==> src/rtl/id_ex_stage_pkg.sv <==
// Shared types and constants for the decode->execute pipeline register.
package id_ex_pkg;

  localparam int XLEN   = 32;
  localparam int CTRL_W = 16;
  localparam int CNT_W  = 16;

  // Field offsets inside the packed decode control bundle
  localparam int CTRL_LOAD_BIT     = 0;
  localparam int CTRL_STORE_BIT    = 1;
  localparam int CTRL_REGW_BIT     = 2;
  localparam int CTRL_BRANCH_BIT   = 3;
  localparam int CTRL_ALUOP_LSB    = 4;
  localparam int CTRL_ALUOP_W      = 4;
  localparam int CTRL_SRCB_IMM_BIT = 8;

  typedef enum logic [1:0] {
    EMPTY  = 2'd0,
    FULL   = 2'd1,
    BUBBLE = 2'd2
  } state_e;

  // Selects writeback data over a register-file read that races the same write
  function automatic logic [XLEN-1:0] bypass_sel(
    input logic            we,
    input logic [4:0]      wrd,
    input logic [XLEN-1:0] wdata,
    input logic [4:0]      idx,
    input logic [XLEN-1:0] val
  );
    return (we && (wrd != 5'd0) && (wrd == idx)) ? wdata : val;
  endfunction

endpackage

==> src/rtl/id_ex_stage_if.sv <==
// Pipeline bus carrying one decoded instruction plus its valid/ready handshake.
interface id_ex_if;
  import id_ex_pkg::*;

  logic              valid;
  logic              ready;
  logic [XLEN-1:0]   rd1;
  logic [XLEN-1:0]   rd2;
  logic [4:0]        rs1;
  logic [4:0]        rs2;
  logic [4:0]        rd;
  logic [XLEN-1:0]   imm;
  logic [XLEN-1:0]   pc;
  logic [CTRL_W-1:0] ctrl;

  modport master (output valid, rd1, rd2, rs1, rs2, rd, imm, pc, ctrl, input ready);
  modport slave  (input valid, rd1, rd2, rs1, rs2, rd, imm, pc, ctrl, output ready);

endinterface

==> src/rtl/id_ex_stage_load_use_detect.sv <==
// Combinational load-use hazard compare between the held load and the decoding instruction.
module load_use_detect (
  input  logic       i_valid_e,
  input  logic       i_is_load,
  input  logic [4:0] i_rd_e,
  input  logic [4:0] i_rs1_d,
  input  logic [4:0] i_rs2_d,
  input  logic       i_valid_d,
  output logic       o_hazard
);

  logic w_src_match;

  assign w_src_match = (i_rd_e == i_rs1_d) | (i_rd_e == i_rs2_d);
  // x0 is hardwired zero, so a load into it can never create a dependency
  assign o_hazard    = i_valid_e & i_is_load & (i_rd_e != 5'd0) & w_src_match & i_valid_d;

endmodule

==> src/rtl/id_ex_stage.sv <==
// Decode->execute pipeline register with handshake, flush and load-use bubble insertion.
// Optional WB_BYPASS_EN: patch RD1/RD2 with same-cycle writeback data on capture and while held.
module id_ex_stage
  import id_ex_pkg::*;
(
  input  logic             clk,
  input  logic             rst,
  id_ex_if.slave           i_dec,
  id_ex_if.master          o_ex,
  input  logic             flush_e,
  input  logic             wb_we,
  input  logic [4:0]       wb_rd,
  input  logic [XLEN-1:0]  wb_data,
  output logic [CNT_W-1:0] bubble_cnt
);

  state_e            r_state_p0, w_state_nxt;
  logic              r_live;
  logic [XLEN-1:0]   r_rd1_p0, r_rd2_p0, r_imm_p0, r_pc_p0;
  logic [4:0]        r_rs1_p0, r_rs2_p0, r_rd_p0;
  logic [CTRL_W-1:0] r_ctrl_p0;
  logic [CNT_W-1:0]  r_bubble_cnt;

  logic              w_valid_e, w_hazard, w_ready_d, w_accept;
  logic              w_capture, w_bubble;
  logic [XLEN-1:0]   w_rd1_cap, w_rd2_cap, w_rd1_hold, w_rd2_hold;

  assign w_valid_e = (r_state_p0 == FULL);

  load_use_detect u_load_use_detect (
    .i_valid_e (w_valid_e),
    .i_is_load (r_ctrl_p0[CTRL_LOAD_BIT]),
    .i_rd_e    (r_rd_p0),
    .i_rs1_d   (i_dec.rs1),
    .i_rs2_d   (i_dec.rs2),
    .i_valid_d (i_dec.valid),
    .o_hazard  (w_hazard)
  );

  // r_live keeps ready_d low until the first edge after reset release
  assign w_ready_d = r_live & ~w_hazard & (~w_valid_e | o_ex.ready);
  assign w_accept  = i_dec.valid & w_ready_d;

`ifdef WB_BYPASS_EN
  assign w_rd1_cap  = bypass_sel(wb_we, wb_rd, wb_data, i_dec.rs1, i_dec.rd1);
  assign w_rd2_cap  = bypass_sel(wb_we, wb_rd, wb_data, i_dec.rs2, i_dec.rd2);
  assign w_rd1_hold = bypass_sel(wb_we, wb_rd, wb_data, r_rs1_p0, r_rd1_p0);
  assign w_rd2_hold = bypass_sel(wb_we, wb_rd, wb_data, r_rs2_p0, r_rd2_p0);
`else
  logic w_unused_wb;
  assign w_unused_wb = ^{wb_we, wb_rd, wb_data};
  assign w_rd1_cap   = i_dec.rd1;
  assign w_rd2_cap   = i_dec.rd2;
  assign w_rd1_hold  = r_rd1_p0;
  assign w_rd2_hold  = r_rd2_p0;
`endif

  always_ff @(posedge clk or posedge rst) begin
    if (rst) begin
      r_state_p0   <= EMPTY;
      r_live       <= 1'b0;
      r_bubble_cnt <= '0;
    end else begin
      r_state_p0 <= w_state_nxt;
      r_live     <= 1'b1;
      if (w_bubble && (r_bubble_cnt != {CNT_W{1'b1}}))
        r_bubble_cnt <= r_bubble_cnt + 1'b1;
    end
  end

  always_comb begin
    w_state_nxt = r_state_p0;
    w_capture   = 1'b0;
    w_bubble    = 1'b0;
    if (flush_e) begin
      w_state_nxt = EMPTY;
    end else begin
      case (r_state_p0)
        EMPTY, BUBBLE: begin
          w_state_nxt = w_accept ? FULL : EMPTY;
          w_capture   = w_accept;
        end
        FULL: begin
          if (o_ex.ready) begin
            if (w_accept) begin
              w_state_nxt = FULL;
              w_capture   = 1'b1;
            end else if (w_hazard) begin
              w_state_nxt = BUBBLE;
              w_bubble    = 1'b1;
            end else begin
              w_state_nxt = EMPTY;
            end
          end
        end
        default: w_state_nxt = EMPTY;
      endcase
    end
  end

  // ---- p0: decode fields captured into the execute-side register ----
  always_ff @(posedge clk or posedge rst) begin
    if (rst) begin
      r_rd1_p0  <= '0;
      r_rd2_p0  <= '0;
      r_imm_p0  <= '0;
      r_pc_p0   <= '0;
      r_rs1_p0  <= '0;
      r_rs2_p0  <= '0;
      r_rd_p0   <= '0;
      r_ctrl_p0 <= '0;
    end else if (w_capture) begin
      r_rd1_p0  <= w_rd1_cap;
      r_rd2_p0  <= w_rd2_cap;
      r_imm_p0  <= i_dec.imm;
      r_pc_p0   <= i_dec.pc;
      r_rs1_p0  <= i_dec.rs1;
      r_rs2_p0  <= i_dec.rs2;
      r_rd_p0   <= i_dec.rd;
      r_ctrl_p0 <= i_dec.ctrl;
    end else begin
      r_rd1_p0  <= w_rd1_hold;
      r_rd2_p0  <= w_rd2_hold;
    end
  end

  assign i_dec.ready = w_ready_d;
  assign o_ex.valid  = w_valid_e;
  assign o_ex.rd1    = r_rd1_p0;
  assign o_ex.rd2    = r_rd2_p0;
  assign o_ex.imm    = r_imm_p0;
  assign o_ex.pc     = r_pc_p0;
  assign o_ex.rs1    = r_rs1_p0;
  assign o_ex.rs2    = r_rs2_p0;
  assign o_ex.rd     = r_rd_p0;
  assign o_ex.ctrl   = w_valid_e ? r_ctrl_p0 : '0;
  assign bubble_cnt  = r_bubble_cnt;

endmodule

==> src/flat_wrapper.sv <==
// flat-port wrapper written by rule: the top's interface ports become plain ports
module id_ex_stage_flat import id_ex_pkg::*;
  (clk, rst, flush_e, wb_we, wb_rd, wb_data, bubble_cnt, i_dec_valid, i_dec_rd1, i_dec_rd2, i_dec_rs1, i_dec_rs2, i_dec_rd, i_dec_imm, i_dec_pc, i_dec_ctrl, i_dec_ready, o_ex_valid, o_ex_rd1, o_ex_rd2, o_ex_rs1, o_ex_rs2, o_ex_rd, o_ex_imm, o_ex_pc, o_ex_ctrl, o_ex_ready);
  id_ex_if i_dec_i ();
  id_ex_if o_ex_i ();
  input  logic clk;
  input  logic rst;
  input  logic flush_e;
  input  logic wb_we;
  input  logic [4:0] wb_rd;
  input  logic [XLEN-1:0] wb_data;
  output logic [CNT_W-1:0] bubble_cnt;
  input wire logic [$bits(i_dec_i.valid)-1:0] i_dec_valid;
  input wire logic [$bits(i_dec_i.rd1)-1:0] i_dec_rd1;
  input wire logic [$bits(i_dec_i.rd2)-1:0] i_dec_rd2;
  input wire logic [$bits(i_dec_i.rs1)-1:0] i_dec_rs1;
  input wire logic [$bits(i_dec_i.rs2)-1:0] i_dec_rs2;
  input wire logic [$bits(i_dec_i.rd)-1:0] i_dec_rd;
  input wire logic [$bits(i_dec_i.imm)-1:0] i_dec_imm;
  input wire logic [$bits(i_dec_i.pc)-1:0] i_dec_pc;
  input wire logic [$bits(i_dec_i.ctrl)-1:0] i_dec_ctrl;
  output wire logic [$bits(i_dec_i.ready)-1:0] i_dec_ready;
  output wire logic [$bits(o_ex_i.valid)-1:0] o_ex_valid;
  output wire logic [$bits(o_ex_i.rd1)-1:0] o_ex_rd1;
  output wire logic [$bits(o_ex_i.rd2)-1:0] o_ex_rd2;
  output wire logic [$bits(o_ex_i.rs1)-1:0] o_ex_rs1;
  output wire logic [$bits(o_ex_i.rs2)-1:0] o_ex_rs2;
  output wire logic [$bits(o_ex_i.rd)-1:0] o_ex_rd;
  output wire logic [$bits(o_ex_i.imm)-1:0] o_ex_imm;
  output wire logic [$bits(o_ex_i.pc)-1:0] o_ex_pc;
  output wire logic [$bits(o_ex_i.ctrl)-1:0] o_ex_ctrl;
  input wire logic [$bits(o_ex_i.ready)-1:0] o_ex_ready;
  assign i_dec_i.valid = i_dec_valid;
  assign i_dec_i.rd1 = i_dec_rd1;
  assign i_dec_i.rd2 = i_dec_rd2;
  assign i_dec_i.rs1 = i_dec_rs1;
  assign i_dec_i.rs2 = i_dec_rs2;
  assign i_dec_i.rd = i_dec_rd;
  assign i_dec_i.imm = i_dec_imm;
  assign i_dec_i.pc = i_dec_pc;
  assign i_dec_i.ctrl = i_dec_ctrl;
  assign i_dec_ready = i_dec_i.ready;
  assign o_ex_valid = o_ex_i.valid;
  assign o_ex_rd1 = o_ex_i.rd1;
  assign o_ex_rd2 = o_ex_i.rd2;
  assign o_ex_rs1 = o_ex_i.rs1;
  assign o_ex_rs2 = o_ex_i.rs2;
  assign o_ex_rd = o_ex_i.rd;
  assign o_ex_imm = o_ex_i.imm;
  assign o_ex_pc = o_ex_i.pc;
  assign o_ex_ctrl = o_ex_i.ctrl;
  assign o_ex_i.ready = o_ex_ready;
  id_ex_stage u_core (.clk(clk), .rst(rst), .i_dec(i_dec_i), .o_ex(o_ex_i), .flush_e(flush_e), .wb_we(wb_we), .wb_rd(wb_rd), .wb_data(wb_data), .bubble_cnt(bubble_cnt));
endmodule
==> config.mk <==
export PLATFORM = sky130hd
export DESIGN_NAME = id_ex_stage_flat
export DESIGN_NICKNAME = d
export VERILOG_FILES = /design/src/rtl/id_ex_stage_pkg.sv /design/src/rtl/id_ex_stage_if.sv /design/src/rtl/id_ex_stage_load_use_detect.sv /design/src/rtl/id_ex_stage.sv /design/src/flat_wrapper.sv
export SDC_FILE = /design/constraint.sdc
export NUM_CORES = 1
export LEC_CHECK = 0
export CAP_MARGIN = 20
export CORE_AREA = 3 3 146 148
export CTS_CLUSTER_DIAMETER = 40
export DETAILED_ROUTE_END_ITERATION = 8
export DIE_AREA = 0 0 149 151
export PLACE_DENSITY = 0.76
export SETUP_SLACK_MARGIN = 0.02
export SYNTH_ARGS = -nofsm -noshare
export SYNTH_HDL_FRONTEND = slang
export SYNTH_SLANG_ARGS = --single-unit
==> constraint.sdc <==
create_clock -name clk -period 11.3 [get_ports clk]
set_input_delay 1.695 -clock clk [delete_from_list [all_inputs] [get_ports clk]]
set_output_delay 1.695 -clock clk [all_outputs]
set_load 0.02 [all_outputs]
==> results by group <==
Clock tree
  – Longest Clk Path Bufs: 2
  – CTS tree: done
  – Post-CTS Setup Bufs: 0
  – Root Buffer: clkbuf_16
  – Hold_buf cts: 0
  – Post-CTS Resized: 0
  – CTS clk-pin slew, worst paths: 0.07 ns
  – Clock sinks: 178
  – Num CTS Buffers: 17
  – H-Tree Depth: 4
  – Clock Latency Late Sink: 0.42 ns

Placement
  – Placed Instances: 1066
  – Placer Congestion: 0.782
  – Post-DP HPWL: 14600 microns
  – Port Buffer Count: 340

Route
  – DRC viols: 0
  – Initial DRC count: 139
  – Vias per cell: 4.65
  – WL final: 19700 microns
  – Wire per inst: 17.9 microns
  – Antenna viol nets, final: 0
  – Routed via count: 5111
  – First-pass DRT Iterations: 4

STA
  – Final period utilization: 0.483
  – Period minus WS final: 5.45 ns
  – Relative slew slack: 0.360
  – Final setup violating endpoints: 0
  – RSZ-0062 raised after global routing: no
  – Max frequency: 0.183 GHz
  – Clk_skew: 0.0110 ns
  – Max Slew Vio Count: 0
  – Final Hold Vio Count: 0
  – Setup TNS: 0 ns
  – Hold WS: 0.479 ns
  – Slew @ Worst Pin: 0.950 ns

Floorplanning
  – Initial Util: 0.356
  – Die width: 149 microns
  – Core Area: 20200 sq um
  – Die Ht: 151 microns
  – Die Area: 22500 sq um
  – Row count: 52
  – Top Ports: 379

Finish
  – Area grow syn2layout: 58.4%
  – Area occupied by multi-input gates: 2530 sq um
  – Sequential cell area: 4450 sq um
  – Finished Layout Cells: 1098
  – Ratio of cells with drive above 1 in the final layout: 0.123
  – Nets: 1018
  – Fillers: 1665
  – Ant diodes: 0
  – Final Util: 0.563

Outcome
  – Status: complete, no violations

Synthesis
  – Dominant cell type by area after synthesis: dfrtp_1
  – FFs w/ async S/R, synth: 1.00
  – Yosys warns: 0
  – Unique masters post-synth: 36
  – Sequential fraction of the synthesis area: 0.621
  – Syn nets: 674
  – Synthesized flop and latch total: 178
  – Most numerous cell in the Yosys netlist: dfrtp_1
  – Share of the synthesized area in the top cell type: 0.621
  – Largest cells by area after synthesis: dfrtp_1, mux2_1, mux2_2
  – Syn avg cell area: 15.2 sq um
  – Ys flop type: dfrtp_1
  – EDFF count, synth: 0
  – Post-Syn Area: 7170 sq um
  – Synth top cells by count: dfrtp_1, mux2_1, mux2_2
  – Cells after synthesis: 471

Critical path
  – CP required: 9.61 ns
  – R2R Setup Slk: 7.68 ns
  – CP Max Fanout: 3
  – Worst setup SP type: input pin
  – Setup CP Type: in2out
  – CP endpoint kind: output port
  – Arrival @ worst endpoint: 3.76 ns

Pwr
  – P_leak: 4.68 nW
  – P per Cell Area: 174 nW/um^2
  – Maximum vdd drop: 97.4 uV

Global route
  – Total Routing Usage GR: 0.168
  – Initial antenna violation count: 0
  – GRT overflow: 0
  – Largest net degree at the start of global routing: 105
  – Vias in the first global route: 5329
  – First-pass GRT wire length: 29400 microns

Min path
  – Class of the worst hold path: reg2reg

Job
  – Max-Cap Viols: 0
==> sequential cells by signal, indices dropped and copies added (netlist names) <==
| register | cells |
|---|---|
| u_core.o_ex.rs2 | 5 |
| u_core.o_ex.imm | 32 |
| u_core.o_ex.pc | 32 |
| u_core.r_state_p0 | 2 |
| u_core.o_ex.rd2 | 32 |
| u_core.r_live | 1 |
| u_core.o_ex.rs1 | 5 |
| u_core.r_ctrl_p0 | 16 |
| u_core.bubble_cnt | 16 |
| u_core.o_ex.rd | 5 |
| u_core.o_ex.rd1 | 32 |
==> where the power goes <==
| part | switching (mW) | internal, mW | total (mW) |
|---|---|---|---|
| Clock | 0.278 | 0.300 | 0.578 |
| Combinational | 0.269 | 0.313 | 0.582 |
| Sequential | 0.0615 | 0.753 | 0.815 |
| Total | 0.609 | 1.37 | 1.98 |
==> path summary, 6_finish.rpt <==
path / start / to / depth (start not counted)
max in group asynchronous: rst / u_core.o_ex.rd1[7] / 3
min in group asynchronous: rst / u_core.o_ex.rd1[12] / 2
worst max-delay path: i_dec_rs1[1] / i_dec_ready / 6
worst max register to register: u_core.o_ex.rd[1] / u_core.o_ex.rd1[7] / 6
worst min register to register: u_core.r_ctrl_p0[3] / u_core.r_ctrl_p0[3] / 1
worst min-delay path: u_core.r_ctrl_p0[3] / u_core.r_ctrl_p0[3] / 1
==> critical path, stage by stage <==
cell and delay (ns):
clkdlybuf4s50_1 0.52, xnor2_1 0.18, nand3_1 0.10, o22ai_1 0.19, a221oi_1 0.39, clkdlybuf4s50_1 0.68
==> placed cells by master (no fill, tap or decap), drive strengths merged, types with 2 or more instances in the layout <==
master	n
clkdlybuf4s50	340
mux2	162
inv	11
nand3	7
nand4	7
o21ai	2
clkinv	6
dfrtp	178
nor4	7
xnor2	11
nor2	6
and2	16
clkbuf	18
buf	5
nor3	9
nand2	12
xor2	12
==> cells by family (layout without fill, tap and decap cells) <==
group                    count (synthesis)  after routing  share of synthesized area
flip-flops                             178            178                      0.621
multiplexers                           162            162                      0.254
AND/OR/NAND/NOR                         72             72                     0.0551
buffers and inverters                   24            381                     0.0263
XOR/XNOR                                23             23                     0.0281
AO/OA/AOI/OAI                           10             10                     0.0131
adder cells (fa/ha/maj)                  1              1                    0.00174
other                                    1              1                   0.000523
==> layer usage <==
layer | global-route usage | share of wire | vias up | wire, microns
li1 | - | - | 2361 | -
met1 | 0.196 | 0.39 | 2511 | 7700
met5 | 0 | 0 | - | 0
met3 | 0.0679 | 0.098 | 14 | 1930
met4 | 0.0490 | 0.013 | 0 | 263
met2 | 0.288 | 0.50 | 225 | 9790
==> cell type report <==
| class | instances | share of cell area |
|---|---|---|
| Multi-Input combinational cell | 269 | 0.223 |
| Tap cell | 270 | 0.0297 |
| Timing Repair Buffer | 345 | 0.303 |
| Inverter | 4 | 0.00176 |
| Clock inverter | 14 | 0.0123 |
| Sequential cell | 178 | 0.392 |
| Clock buffer | 18 | 0.0386 |
==> stage by stage <==
| stage | worst slack (ns) | area, sq um | total power, mW |
|---|---|---|---|
| finish | 5.85 | 11400 | 1.98 |
| global route | 5.76 | 11400 | 2.07 |
| CTS | 5.80 | 11400 | 2.01 |
| detailed placement | 5.81 | 10800 | 1.42 |
| global placement | 5.79 | 10800 | 1.41 |
| floorplan | 4.77 | 7170 | 1.09 |
(Power assumes the default switching activity.)
